File: src/rtl/lsu_pkg.sv
// Shared types and helpers for the load/store unit AXI4-Lite master.
package lsu_pkg;

    // Access size encoding as presented by the pipeline.
    typedef enum logic [1:0] {
        SZ_B = 2'd0,
        SZ_H = 2'd1,
        SZ_W = 2'd2,
        SZ_D = 2'd3
    } lsu_size_e;

    // Master FSM states.
    typedef enum logic [2:0] {
        ST_IDLE    = 3'd0,
        ST_RD_ADDR = 3'd1,
        ST_RD_DATA = 3'd2,
        ST_WR_REQ  = 3'd3,
        ST_WR_RESP = 3'd4,
        ST_RESP    = 3'd5
    } lsu_state_e;

    localparam logic [1:0] AXI_RESP_OKAY   = 2'b00;
    localparam logic [1:0] AXI_RESP_EXOKAY = 2'b01;
    localparam logic [1:0] AXI_RESP_SLVERR = 2'b10;
    localparam logic [1:0] AXI_RESP_DECERR = 2'b11;

    // An access is misaligned when the address is not a multiple of its size.
    // Doubleword accesses are also rejected on a 32-bit bus.
    function automatic logic is_misaligned(
        input logic [2:0] addr_lo,
        input lsu_size_e  size,
        input logic       wide_bus
    );
        logic result;
        case (size)
            SZ_B:    result = 1'b0;
            SZ_H:    result = addr_lo[0];
            SZ_W:    result = |addr_lo[1:0];
            default: result = !wide_bus || (|addr_lo);
        endcase
        return result;
    endfunction

endpackage

File: src/rtl/lsu_lane_align.sv
// Byte-lane steering between the LSB-justified pipeline view and the bus view:
// store data/strobe placement and load extraction with sign/zero extension.
module lsu_lane_align
    import lsu_pkg::*;
#(
    parameter  int DATA_W = 32,
    localparam int STRB_W = DATA_W / 8,
    localparam int OFF_W  = $clog2(STRB_W)
) (
    input  logic [OFF_W-1:0]  off,
    input  lsu_size_e         size,
    input  logic              zero_ext,
    input  logic [DATA_W-1:0] wdata,
    input  logic [DATA_W-1:0] rdata,
    output logic [DATA_W-1:0] wdata_out,
    output logic [STRB_W-1:0] wstrb,
    output logic [DATA_W-1:0] rdata_ext
);

    logic [OFF_W+2:0]  bit_shift;
    logic [STRB_W-1:0] strb_base;
    logic [DATA_W-1:0] rdata_sh;
    logic [DATA_W-1:0] keep_mask;
    logic              sign_bit;

    assign bit_shift = {off, 3'b000};
    assign wdata_out = wdata << bit_shift;
    assign wstrb     = strb_base << off;
    assign rdata_sh  = rdata >> bit_shift;

    // Strobe pattern for the access size before it is moved to its lane.
    always_comb begin
        case (size)
            SZ_B:    strb_base = STRB_W'(8'h01);
            SZ_H:    strb_base = STRB_W'(8'h03);
            SZ_W:    strb_base = STRB_W'(8'h0F);
            default: strb_base = STRB_W'(8'hFF);
        endcase
    end

    // Keep the accessed bytes and fill the rest with the sign (or zero).
    always_comb begin
        keep_mask = '1;
        sign_bit  = 1'b0;
        case (size)
            SZ_B: begin
                keep_mask = DATA_W'(8'hFF);
                sign_bit  = rdata_sh[7];
            end
            SZ_H: begin
                keep_mask = DATA_W'(16'hFFFF);
                sign_bit  = rdata_sh[15];
            end
            SZ_W: begin
                keep_mask = DATA_W'(32'hFFFF_FFFF);
                sign_bit  = rdata_sh[31];
            end
            default: begin
                keep_mask = '1;
                sign_bit  = 1'b0;
            end
        endcase
        rdata_ext = (rdata_sh & keep_mask)
                  | ({DATA_W{sign_bit & ~zero_ext}} & ~keep_mask);
    end

endmodule

File: src/rtl/lsu_axil_master.sv
// Load/store unit: one pipeline request at a time, translated into a single
// AXI4-Lite read or write, with a one-cycle completion pulse back.
module lsu_axil_master
    import lsu_pkg::*;
#(
    parameter  int ADDR_W = 32,
    parameter  int DATA_W = 32,
    localparam int STRB_W = DATA_W / 8
) (
    input  logic              clk,
    input  logic              rst,
    input  logic              req_valid,
    output logic              req_ready,
    input  logic              req_write,
    input  logic [1:0]        req_size,
    input  logic              req_unsigned,
    input  logic [ADDR_W-1:0] req_addr,
    input  logic [DATA_W-1:0] req_wdata,
    output logic              resp_valid,
    output logic [DATA_W-1:0] resp_rdata,
    output logic              resp_err,
    output logic              resp_misalign,
    output logic [ADDR_W-1:0] m_araddr,
    output logic              m_arvalid,
    input  logic              m_arready,
    input  logic [DATA_W-1:0] m_rdata,
    input  logic [1:0]        m_rresp,
    input  logic              m_rvalid,
    output logic              m_rready,
    output logic [ADDR_W-1:0] m_awaddr,
    output logic              m_awvalid,
    input  logic              m_awready,
    output logic [DATA_W-1:0] m_wdata,
    output logic [STRB_W-1:0] m_wstrb,
    output logic              m_wvalid,
    input  logic              m_wready,
    input  logic [1:0]        m_bresp,
    input  logic              m_bvalid,
    output logic              m_bready
);

    localparam int OFF_W = $clog2(STRB_W);

    lsu_state_e        state_reg;
    logic              misalign_pend_reg;
    logic [OFF_W-1:0]  off_reg;
    lsu_size_e         size_reg;
    logic              zero_ext_reg;
    logic              aw_done_reg;
    logic              w_done_reg;

    logic [ADDR_W-1:0] m_araddr_reg;
    logic              m_arvalid_reg;
    logic              m_rready_reg;
    logic [ADDR_W-1:0] m_awaddr_reg;
    logic              m_awvalid_reg;
    logic [DATA_W-1:0] m_wdata_reg;
    logic [STRB_W-1:0] m_wstrb_reg;
    logic              m_wvalid_reg;
    logic              m_bready_reg;

    logic              resp_valid_reg;
    logic [DATA_W-1:0] resp_rdata_reg;
    logic              resp_err_reg;
    logic              resp_misalign_reg;

    logic              accept;
    logic              req_misalign;
    logic              aw_fire;
    logic              w_fire;
    logic              aw_ok;
    logic              w_ok;

    logic [OFF_W-1:0]  align_off;
    lsu_size_e         align_size;
    logic              align_zext;
    logic [DATA_W-1:0] align_wdata;
    logic [STRB_W-1:0] align_wstrb;
    logic [DATA_W-1:0] align_rdata;

    // A misaligned request spends one cycle parked in IDLE (not ready) before
    // its response, giving it a fixed two-cycle turnaround with no bus traffic.
    assign req_ready    = (state_reg == ST_IDLE) && !misalign_pend_reg;
    assign accept       = req_valid && req_ready;
    assign req_misalign = is_misaligned(req_addr[2:0], lsu_size_e'(req_size), DATA_W == 64);

    assign aw_fire = m_awvalid_reg && m_awready;
    assign w_fire  = m_wvalid_reg && m_wready;
    assign aw_ok   = aw_done_reg || aw_fire;
    assign w_ok    = w_done_reg || w_fire;

    // Lane logic sees the live request while idle (to build the store beat)
    // and the captured request afterwards (to extract load data).
    always_comb begin
        align_off  = off_reg;
        align_size = size_reg;
        align_zext = zero_ext_reg;
        if (state_reg == ST_IDLE) begin
            align_off  = req_addr[OFF_W-1:0];
            align_size = lsu_size_e'(req_size);
            align_zext = req_unsigned;
        end
    end

    lsu_lane_align #(
        .DATA_W (DATA_W)
    ) u_lane_align (
        .off       (align_off),
        .size      (align_size),
        .zero_ext  (align_zext),
        .wdata     (req_wdata),
        .rdata     (m_rdata),
        .wdata_out (align_wdata),
        .wstrb     (align_wstrb),
        .rdata_ext (align_rdata)
    );

    // Master FSM with registered bus handshakes and response outputs.
    always_ff @(posedge clk) begin
        if (rst) begin
            state_reg         <= ST_IDLE;
            misalign_pend_reg <= 1'b0;
            off_reg           <= '0;
            size_reg          <= SZ_B;
            zero_ext_reg      <= 1'b0;
            aw_done_reg       <= 1'b0;
            w_done_reg        <= 1'b0;
            m_araddr_reg      <= '0;
            m_arvalid_reg     <= 1'b0;
            m_rready_reg      <= 1'b0;
            m_awaddr_reg      <= '0;
            m_awvalid_reg     <= 1'b0;
            m_wdata_reg       <= '0;
            m_wstrb_reg       <= '0;
            m_wvalid_reg      <= 1'b0;
            m_bready_reg      <= 1'b0;
            resp_valid_reg    <= 1'b0;
            resp_rdata_reg    <= '0;
            resp_err_reg      <= 1'b0;
            resp_misalign_reg <= 1'b0;
        end else begin
            case (state_reg)
                ST_IDLE: begin
                    if (misalign_pend_reg) begin
                        misalign_pend_reg <= 1'b0;
                        state_reg         <= ST_RESP;
                        resp_valid_reg    <= 1'b1;
                        resp_err_reg      <= 1'b1;
                        resp_misalign_reg <= 1'b1;
                        resp_rdata_reg    <= '0;
                    end else if (accept) begin
                        off_reg      <= req_addr[OFF_W-1:0];
                        size_reg     <= lsu_size_e'(req_size);
                        zero_ext_reg <= req_unsigned;
                        m_araddr_reg <= req_addr;
                        m_awaddr_reg <= req_addr;
                        m_wdata_reg  <= align_wdata;
                        m_wstrb_reg  <= align_wstrb;
                        if (req_misalign) begin
                            misalign_pend_reg <= 1'b1;
                        end else if (req_write) begin
                            state_reg     <= ST_WR_REQ;
                            m_awvalid_reg <= 1'b1;
                            m_wvalid_reg  <= 1'b1;
                            aw_done_reg   <= 1'b0;
                            w_done_reg    <= 1'b0;
                        end else begin
                            state_reg     <= ST_RD_ADDR;
                            m_arvalid_reg <= 1'b1;
                        end
                    end
                end
                ST_RD_ADDR: begin
                    if (m_arready) begin
                        m_arvalid_reg <= 1'b0;
                        m_rready_reg  <= 1'b1;
                        state_reg     <= ST_RD_DATA;
                    end
                end
                ST_RD_DATA: begin
                    if (m_rvalid) begin
                        m_rready_reg      <= 1'b0;
                        state_reg         <= ST_RESP;
                        resp_valid_reg    <= 1'b1;
                        resp_misalign_reg <= 1'b0;
                        resp_err_reg      <= (m_rresp != AXI_RESP_OKAY);
                        resp_rdata_reg    <= (m_rresp == AXI_RESP_OKAY) ? align_rdata : '0;
                    end
                end
                ST_WR_REQ: begin
                    if (aw_fire) begin
                        m_awvalid_reg <= 1'b0;
                        aw_done_reg   <= 1'b1;
                    end
                    if (w_fire) begin
                        m_wvalid_reg <= 1'b0;
                        w_done_reg   <= 1'b1;
                    end
                    if (aw_ok && w_ok) begin
                        m_bready_reg <= 1'b1;
                        state_reg    <= ST_WR_RESP;
                    end
                end
                ST_WR_RESP: begin
                    if (m_bvalid) begin
                        m_bready_reg      <= 1'b0;
                        state_reg         <= ST_RESP;
                        resp_valid_reg    <= 1'b1;
                        resp_misalign_reg <= 1'b0;
                        resp_err_reg      <= (m_bresp != AXI_RESP_OKAY);
                        resp_rdata_reg    <= '0;
                    end
                end
                ST_RESP: begin
                    resp_valid_reg    <= 1'b0;
                    resp_err_reg      <= 1'b0;
                    resp_misalign_reg <= 1'b0;
                    resp_rdata_reg    <= '0;
                    state_reg         <= ST_IDLE;
                end
                default: begin
                    state_reg <= ST_IDLE;
                end
            endcase
        end
    end

    assign m_araddr      = m_araddr_reg;
    assign m_arvalid     = m_arvalid_reg;
    assign m_rready      = m_rready_reg;
    assign m_awaddr      = m_awaddr_reg;
    assign m_awvalid     = m_awvalid_reg;
    assign m_wdata       = m_wdata_reg;
    assign m_wstrb       = m_wstrb_reg;
    assign m_wvalid      = m_wvalid_reg;
    assign m_bready      = m_bready_reg;
    assign resp_valid    = resp_valid_reg;
    assign resp_rdata    = resp_rdata_reg;
    assign resp_err      = resp_err_reg;
    assign resp_misalign = resp_misalign_reg;

endmodule

File: config.mk
export PLATFORM = sky130hd
export DESIGN_NAME = lsu_axil_master
export DESIGN_NICKNAME = d
export VERILOG_FILES = /design/src/rtl/lsu_pkg.sv /design/src/rtl/lsu_lane_align.sv /design/src/rtl/lsu_axil_master.sv
export SDC_FILE = /design/constraint.sdc
export NUM_CORES = 1
export LEC_CHECK = 0
export BUFFER_PORTS_ARGS = -buffer_cell sky130_fd_sc_hd__buf_4
export CAP_MARGIN = 40
export CORE_AREA = 2 2 85 148
export DETAILED_ROUTE_END_ITERATION = 10
export DIE_AREA = 0 0 87 150
export PLACE_DENSITY = 0.8
export SKIP_LAST_GASP = 1
export SYNTH_ARGS = -nofsm -noshare
export SYNTH_HDL_FRONTEND = slang
export SYNTH_HIERARCHICAL = 1
export SYNTH_SLANG_ARGS = --single-unit
File: constraint.sdc
create_clock -name clk -period 4.6 [get_ports clk]
set_clock_uncertainty 0.15 [all_clocks]
set_input_delay 0.23 -clock clk [delete_from_list [all_inputs] [get_ports clk]]
set_output_delay 0.23 -clock clk [all_outputs]
set_load 0.005 [all_outputs]
After elaboration in Yosys (flattened, before gate mapping)
Cells that the tools add are included.
{"block": "totals", "in_bits": 112, "output_inout_bits": 141, "elab_cells": 140, "reg_bits": 119}
{"block": "classes", "reduce_logical": 28, "n_shift": 3, "bitwise_logic": 7, "n_mux": 60, "eq_ne": 23}
{"cell": "$mux 32", "count": 4}
{"cell": "$pmux 32 s4", "count": 1}
{"cell": "$and 32x32->32", "count": 2}
{"cell": "$pmux 32 s2", "count": 1}
{"cell": "$not 32->32", "count": 1}
{"cell": "$or 32x32->32", "count": 1}
{"cell": "$shl 32x5->32", "count": 1}
{"cell": "$shr 32x5->32", "count": 1}
{"cell": "$mux 1", "count": 30}
{"cell": "$ne 2x2->1 const B", "count": 12}
{"cell": "$reduce_and 6->1", "count": 4}
{"cell": "$mux 3", "count": 7}
{"cell": "$pmux 3 s5", "count": 1}
{"cell": "$pmux 1 s2", "count": 7}
{"cell": "$pmux 1 s4", "count": 3}
{"cell": "$reduce_bool 2->1", "count": 6}
{"cell": "$reduce_and 3->1", "count": 3}
{"cell": "$pmux 4 s2", "count": 1}
{"cell": "$eq 3x2->1 const B", "count": 2}
{"cell": "$eq 3x3->1 const B", "count": 2}
{"cell": "$logic_not 2->1", "count": 3}
{"cell": "$mux 2", "count": 3}
{"cell": "$ne 3x3->1 const B", "count": 2}
{"cell": "$pmux 1 s3", "count": 2}
{"cell": "other kinds (13)", "count": 21}

Logic depth before layout (Yosys ltp)
Gate-level depths: netlist of run 1.
{"block": "logic_depth", "depth_word": 10, "ltp_mapped": 11, "ltp_nobuf": 7}

Cells and area by module
The synthesis of run 1 kept the hierarchy.
{"mod": "lsu_axil_master", "n_inst": 1, "area_per_inst_um2": 4684.5, "cells_per_inst": 587, "seq_area_each_um2": 2342.2}
{"mod": "lsu_lane_align", "n_inst": 1, "area_per_inst_um2": 1317.5, "cells_per_inst": 196, "seq_area_each_um2": 0.0}

Worst setup path before layout of run 1
OpenSTA, ideal clock, no wires.
{"block": "synth_path", "path_kind": "reg-to-reg", "start": "register state_reg[0]", "end": "register resp_rdata_reg[23], in the netlist resp_rdata[23]", "t_arrival_ps": 2500, "path_stages_with_launch": 11, "t_required_ps": 4318, "slack_ps": 1818, "path_buffers": 3, "period_less_slack_ps": 2782, "setup_time_ps": 132, "path_cell_list": "dfxtp_1 > buf_2 > nor3_2 > mux2_2 > buf_6 > mux2_4 > a221oi_4 > buf_6 > o32ai_2 > nand3_1 > a21oi_1"}
{"block": "synth_between", "elab_chain_cells": 10, "word_cells_on_any_way": 27, "cone_classes": "eq/ne: 8; shift: 1; mux: 8; bitwise: 6; reduce/logical: 4"}
{"element": "start, declared", "line": "lsu_axil_master.sv:44", "text": "lsu_state_e state_reg;"}
{"element": "start signal, assigned", "line": "lsu_axil_master.sv:121", "text": "state_reg <= ST_IDLE;"}
{"element": "start signal, assigned", "line": "lsu_axil_master.sv:146", "text": "state_reg <= ST_RESP;"}
{"element": "start signal, assigned", "line": "lsu_axil_master.sv:162", "text": "state_reg <= ST_WR_REQ;"}
{"element": "$logic_not 3->1 (*)", "line": "lsu_axil_master.sv:98", "text": "if (state_reg == ST_IDLE) begin"}
{"element": "$mux 2 (*)", "line": "lsu_axil_master.sv:98"}
{"element": "via align_off[1]", "line": "lsu_axil_master.sv:74", "text": "logic [OFF_W-1:0] align_off;"}
{"element": "$shr 32x5->32 (*)", "line": "lsu_lane_align.sv:29", "text": "assign rdata_sh = rdata >> bit_shift;"}
{"element": "$pmux 1 s3", "line": "lsu_lane_align.sv:45", "text": "case (size)"}
{"element": "$and 1x1->1", "line": "lsu_lane_align.sv:64", "text": "| ({DATA_W{sign_bit & ~zero_ext}} & ~keep_mask);"}
{"element": "$and 32x32->32", "line": "lsu_lane_align.sv:64"}
{"element": "$or 32x32->32 (*)", "line": "lsu_lane_align.sv:64"}
{"element": "via align_rdata[23]", "line": "lsu_axil_master.sv:79", "text": "logic [DATA_W-1:0] align_rdata;"}
{"element": "$mux 32 (*)", "line": "lsu_axil_master.sv:187", "text": "resp_rdata_reg <= (m_rresp == AXI_RESP_OKAY) ? align_rdata : '0;"}
{"element": "$mux 32 (*)", "line": "lsu_axil_master.sv:181", "text": "if (m_rvalid) begin"}
{"element": "$pmux 32 s4 (*)", "line": "lsu_axil_master.sv:142", "text": "case (state_reg)"}
{"element": "end signal, assigned", "line": "lsu_axil_master.sv:187"}
{"element": "end, declared", "line": "lsu_axil_master.sv:63", "text": "logic [DATA_W-1:0] resp_rdata_reg;"}
The timed path passes the listed nets; every way through them passes the cells marked *. The select of a mux whose other input is x is not followed.
A chain may end at the register's enable or synchronous reset.

Worst setup path after layout of run 1
{"block": "layout_path", "start": "register state_reg[0]", "end": "register resp_rdata_reg[21], in the netlist resp_rdata[21]"}
The elaborated chain is that of the path after synthesis.

==> flow_metrics.py, run 1 <==
metrics = {
    "critical_path": {
        "rr_startpoint": "state_reg[0]",
        "crit_path_max_incr_delay_ns": 0.72,
        "worstReg2RegEnd": "resp_rdata[21]",
        "critPathSlowestCell": "a221oi_4",
        "start_kind": "flip-flop",
        "required_ns": 4.72,
        "reg2reg_depth": 7,
        "criticalPathCategory": "flip-flop to flip-flop",
        "endpoint_kind": "flip-flop",
        "rrSetupSlack_ns": 1.18,
        "crit_path_max_fanout": 21,
        "path_cells": "nor3_2, mux2_2, mux2_4, a221oi_4, o32ai_1, nand3_1, a21oi_1",
        "worstPathArrival_ns": 3.53,
    },
    "pwr": {
        "p_clk_frac": 0.268,
        "p_int_uw": 2790,
        "switchingPower_uw": 1780,
        "switching_share": 0.390,
        "max-vdd-ir-drop_mv": 0.301,
        "comb_power_share": 0.442,
        "power.leakage_uw": 0.00359,
        "p_total_uw": 4570,
        "p_seq_frac": 0.290,
        "p_per_area_nw_per_um2": 538,
    },
    "global_routing": {
        "grt-ovfl-total": 0,
        "grt_pass1_wl_mm": 29.4,
        "grtUsageTotal": 0.283,
        "first_global_vias": 5864,
        "antenna_found_initial": 0,
        "grt_start_max_net_pins": 65,
    },
    "placed_design": {
        "place_congestion": 0.843,
        "portBuffers": 252,
        "hpwlAfterDp_mm": 13.0,
    },
    "logic_synthesis": {
        "ys_ff_latch": 117,
        "syn_inst": 783,
        "synth.distinct_cells": 50,
        "synth_area_leader_cell": "dfxtp_1",
        "syn_nets": 895,
        "ys_seq_area_frac": 0.390,
        "ys_top_cells_by_count": "nand2_1 (223), a21oi_1 (129), dfxtp_1 (117), buf_4 (42), nand3_1 (35)",
        "yosysMostFrequentCell": "nand2_1",
        "synth_edf_count": 0,
        "async_flop_share": 0,
        "synth_flop_cell": "dfxtp_1",
        "syn_area_per_cell_um2": 7.67,
        "synth_area_leaders": "dfxtp_1 (39%), nand2_1 (14%), a21oi_1 (11%)",
        "yosys_warnings": 6,
        "synthDominantCellAreaShare": 0.390,
        "syn_area_um2": 6000,
    },
    "sta": {
        "setup_viol": 0,
        "min_period_ns": 3.42,
        "tightest_slew_ns": 0.848,
        "fmax_mhz": 293,
        "drv_slew": 0,
        "setup-tns-final_ns": 0,
        "rsz0062_at_grt": "no",
        "whs_ns": 0.0192,
        "maxSlewHeadroom": 0.435,
        "finalHoldViolCount": 0,
        "min_period_over_period": 0.743,
    },
    "floorplanning": {
        "fp.dieW_um": 87,
        "initial_core_util": 0.506,
        "die_y_um": 150,
        "io_pins": 253,
        "fp.dieArea_um2": 13100,
        "rows": 53,
        "core_region_area_um2": 11900,
    },
    "cts": {
        "cts.clk_slew.worst_paths_ns": 0.05,
        "cts.path.max_buffers": 2,
        "cts_resized": 0,
        "cts.sinks": 117,
        "cts_root_buffer": "clkbuf_16",
        "cts_buffers": 17,
        "htreeDepth": 4,
        "clkLatencyLatePin_ns": 0.41,
        "cts_tree": "built",
    },
    "hold_path": {
        "hold_start": "req_valid",
        "whs_endpoint": "m_arvalid",
        "hold_class": "input port to flip-flop",
        "hold-path-cell-count": 3,
    },
    "cells_and_area": {
        "multiInputGateArea_um2": 3080,
        "areaGrowthSynthToFinish_pct": 41.7,
        "diodes": 0,
        "seqCellArea_um2": 2340,
        "fin_nets": 1117,
        "fillers": 922,
        "drive_gt1_frac": 0.315,
    },
    "routing": {
        "via_per_inst": 5.52,
        "wl_per_cell_um": 16.5,
        "vias": 6378,
        "drtIter0Drc": 474,
        "drtAntennaViolNets": 0,
        "drc_errors": 0,
        "drt_wl_total_mm": 19.0,
        "firstDrtPassIters": 5,
    },
    "flow_run": {
        "maxCapViolCount": 0,
    },
    "outcome": {
        "outcome": "complete, no violations",
    },
}
==> cell usage in the layout (no fill, tap or decap), types with 17 or more instances in the layout <==
master / count
a21oi_1: 129
buf_4: 261
clkbuf_16: 17
dfxtp_1: 117
dlygate4sd3_1: 38
mux2i_1: 32
nand2_1: 222
nand3_1: 35
nor2_1: 20
o21ai_0: 17
==> how the worst max path moves through the flow <==
stage	start	endpoint	slack, ns	cells after the start
2_1_floorplan	state_reg[0]	resp_rdata[23]	1.82	10
3_3_place_gp	state_reg[0]	resp_rdata[16]	1.35	7
3_5_place_dp	state_reg[0]	resp_rdata[22]	1.28	7
4_1_cts	state_reg[0]	resp_rdata[21]	1.25	7
5_1_grt	state_reg[0]	resp_rdata[30]	1.02	7
6_report	state_reg[0]	resp_rdata[21]	1.18	7
==> power by group through the flow <==
stage	logic, uW	registers, uW	clock network, uW
finish	2020	1330	1220
global route	2210	1350	1290
CTS	2000	1320	1240
detailed placement	1960	1340	0
global placement	1940	1340	0
floorplan	1450	1310	0
==> what timing repair did <==
item / in CTS / in global routing
hold endpoints to repair: 40 / 0
hold buffers: 38 / 0
buffers inserted: 0 / 0
==> cell type report <==
type	count	share of cell area
well taps	137	0.0202
inverters	5	0.00221
multi-input cells	565	0.362
repair buffers	299	0.275
clock inverters	13	0.0129
flip-flops and latches	117	0.275
clock buffers	19	0.0521
==> cells by family after synthesis <==
family	share of synthesized area
AO/OA/AOI/OAI	0.202
AND/OR/NAND/NOR	0.228
multiplexers	0.0821
flip-flops	0.390
buffers and inverters	0.0976
==> critical path: cells and delay by family, from the launching register on <==
family | cells | cell delay, ns
flops | 1 | 0.56
mux | 2 | 0.87
simple gates | 2 | 0.70
compound gates | 3 | 0.99
==> routing by layer <==
metal	GRT usage	vias to the layer above	part of all wire	wire (um)
met5	0	-	0	0
met4	0.121	0	0.030	573
met3	0.0563	51	0.066	1260
met2	0.508	280	0.53	10100
met1	0.318	2954	0.37	7050
li1	-	3093	-	-
==> metrics by stage <==
step | area [um2] | util | std cells | setup slack [ns]
6_report | 8500 | 0.716 | 1155 | 1.18
5_1_grt | 8500 | 0.716 | 1155 | 1.02
4_1_cts | 8500 | 0.716 | 1155 | 1.25
3_5_place_dp | 7570 | 0.638 | 1085 | 1.28
3_3_place_gp | 7570 | 0.638 | 1085 | 1.35
2_1_floorplan | 6000 | - | 783 | 1.82
Note: power is estimated with default switching activity, not from simulation.
==> run 2, diff against run 1 <==
ABC_AREA = 1   (was not set)
CORE_AREA = 2 2 88 154   (was 2 2 85 148)
DIE_AREA = 0 0 90 156   (was 0 0 87 150)
PLACE_DENSITY = 0.76   (was 0.8)
clock period = 3.36 ns   (was 4.6 ns; I/O delays follow)
==> run 2 against run 1 <==
  * Area after synthesis is 3.0% higher
  * Design area up 5.0%
  * Maximum frequency increased by 13%
  * Synthesized cell count is 24% higher
  * Register-to-register slack got worse by 0.84 ns
  * Utilization is 1.8 points lower
  * Global-route usage up 0.52 points
  * Largest power group unchanged
  * Highest routed layer unchanged
==> flow_metrics.py, run 2 <==
metrics = {
    "outcome": {
        "outcome": "complete, no violations",
    },
    "global_routing": {
        "grt_pass1_wl_mm": 33.0,
        "grt-ovfl-total": 0,
        "grtUsageTotal": 0.289,
        "first_global_vias": 6772,
        "grt_start_max_net_pins": 75,
        "antenna_found_initial": 0,
    },
    "cells_and_area": {
        "fin_nets": 1312,
        "design_area_um2": 8930,
        "diodes": 0,
        "drive_gt1_frac": 0.268,
        "layout_commonest_cell": "nor2_1",
        "final_cell_mix": "nor2_1 (272), buf_4 (262), nand2_1 (191), dfxtp_1 (117), o21ai_0 (102)",
        "areaGrowthSynthToFinish_pct": 44.5,
    },
    "pwr": {
        "p_total_uw": 8240,
        "max-vdd-ir-drop_mv": 0.547,
        "p_per_area_nw_per_um2": 923,
        "power.leakage_uw": 0.00453,
    },
    "logic_synthesis": {
        "synth_area_leaders": "dfxtp_1 (38%), nor2_1 (17%), nand2_1 (12%)",
        "synthDominantCellAreaShare": 0.379,
        "synth_area_leader_cell": "dfxtp_1",
        "ys_ff_latch": 117,
        "synth_edf_count": 0,
        "syn_area_per_cell_um2": 6.38,
        "synth.distinct_cells": 26,
        "yosysMostFrequentCell": "nor2_1",
        "synth_flop_cell": "dfxtp_1",
        "syn_area_um2": 6180,
        "ys_top_cells_by_count": "nor2_1 (273), nand2_1 (191), dfxtp_1 (117), o21ai_0 (104), inv_1 (51)",
        "syn_nets": 1081,
        "syn_inst": 969,
        "async_flop_share": 0,
        "yosys_warnings": 6,
        "ys_seq_area_frac": 0.379,
    },
    "cts": {
        "cts_root_buffer": "clkbuf_16",
        "cts.path.max_buffers": 2,
        "clkLatencyLatePin_ns": 0.42,
        "cts_tree": "built",
        "htreeDepth": 4,
        "cts_hold_buf": 39,
        "cts.sinks": 117,
        "cts_resized": 0,
        "cts_buffers": 17,
        "cts_setup_buffers": 0,
        "cts.clk_slew.worst_paths_ns": 0.06,
    },
    "routing": {
        "wl_per_cell_um": 14.9,
        "vias": 7109,
        "via_per_inst": 5.14,
        "drc_errors": 0,
        "drtAntennaViolNets": 0,
        "firstDrtPassIters": 5,
        "drt_wl_total_mm": 20.7,
        "drtIter0Drc": 450,
    },
    "critical_path": {
        "critPathSlowestCell": "o21ai_0",
        "endpoint_kind": "flip-flop",
        "crit_top_cell": "nand2_1",
        "worstPathArrival_ns": 3.21,
        "start_kind": "flip-flop",
        "required_ns": 3.55,
        "rrSetupSlack_ns": 0.34,
        "path_cells": "nor2_1, nand2_1, o21ai_0, nand2_2, nor2_1, nand2_1, nand3_2, nand3_1, nand2_1, nand3_1, nand2_1, nand2_1, nor2_1",
        "path_buf_inv": 0,
        "reg2reg_depth": 13,
        "cp_top_family": "simple AND/OR/NAND/NOR gates",
        "criticalPathCategory": "flip-flop to flip-flop",
        "crit_path_max_fanout": 11,
        "rr_startpoint": "state_reg[0]",
        "crit_path_max_incr_delay_ns": 0.55,
        "worstReg2RegEnd": "resp_rdata[8]",
    },
    "sta": {
        "maxSlewHeadroom": 0.497,
        "setup-tns-final_ns": 0,
        "tightest_slew_ns": 0.753,
        "worst_slack_ns": 0.345,
        "setup_viol": 0,
        "rsz0062_at_grt": "no",
        "min_period_over_period": 0.897,
        "drv_slew": 0,
        "finalHoldViolCount": 0,
        "fmax_mhz": 332,
        "min_period_ns": 3.02,
    },
    "hold_path": {
        "hold-path-cell-count": 5,
        "hold_start": "req_wdata[0]",
        "whs_endpoint": "m_wdata[0]",
        "hold_class": "input port to flip-flop",
    },
    "placed_design": {
        "dpl_cell_area_um2": 7910,
        "hpwlAfterDp_mm": 14.2,
        "place_congestion": 0.877,
        "portBuffers": 252,
        "post-place-ws_ns": 0.419,
    },
    "floorplanning": {
        "initial_core_util": 0.483,
        "fp.dieW_um": 90,
        "die_y_um": 156,
        "fp.dieArea_um2": 14000,
        "core_region_area_um2": 12800,
        "rows": 55,
        "io_pins": 253,
    },
    "flow_run": {
        "maxCapViolCount": 0,
    },
}
-- run 2: metrics by stage --
step           utilization  cells  hold slack (ns)
3_3_place_gp         0.614   1311            0.237
4_1_cts              0.698   1384         0.000531
2_1_floorplan            -    969           0.0871
3_5_place_dp         0.618   1313            0.246
6_report             0.698   1384          0.00768
5_1_grt              0.698   1384           0.0380
-- run 2: routing by layer --
| layer | up-vias | part of all wire | GRT usage |
|---|---|---|---|
| met3 | 62 | 0.065 | 0.0768 |
| met4 | 0 | 0.047 | 0.157 |
| met2 | 301 | 0.53 | 0.532 |
| met5 | - | 0 | 0 |
| li1 | 3512 | - | - |
| met1 | 3234 | 0.36 | 0.294 |
-- run 2: area by class of cell --
cell class	count	area [um2]
multi-input combinational	702	3100
fill	1145	3870
clock buffer	18	439
timing repair buffer	304	2420
tap	171	214
clock inverter	14	191
sequential	117	2340
inverter	58	220
-- run 2: worst max path at each step --
stage / startpoint / endpoint / slack, ns / cells after the start
6_report: state_reg[0] / resp_rdata[8] / 0.34 / 13
4_1_cts: state_reg[0] / resp_rdata[15] / 0.38 / 13
3_3_place_gp: state_reg[0] / resp_rdata[9] / 0.57 / 13
3_5_place_dp: state_reg[0] / resp_rdata[13] / 0.42 / 13
2_1_floorplan: state_reg[0] / resp_rdata[10] / 1.02 / 15
5_1_grt: state_reg[0] / resp_rdata[9] / 0.04 / 13
-- run 2: kinds of logic after synthesis --
logic type | count (synthesis) | synth area share
simple gates | 528 | 0.343
flops | 117 | 0.379
buf+inv | 150 | 0.124
compound gates | 174 | 0.154
-- run 2: report_power, final --
part	internal, uW	total (uW)	switching (uW)
Clock	1210	1940	731
Combinational	1710	4160	2440
Sequential	1840	2140	299
Total	4770	8240	3470
-- run 2: tightest hold or removal path, cell delays in order --
cell	delay, ns
buf_4	0.08
inv_1	0.06
nor2_1	0.10
nor2_1	0.05
nor2_1	0.08
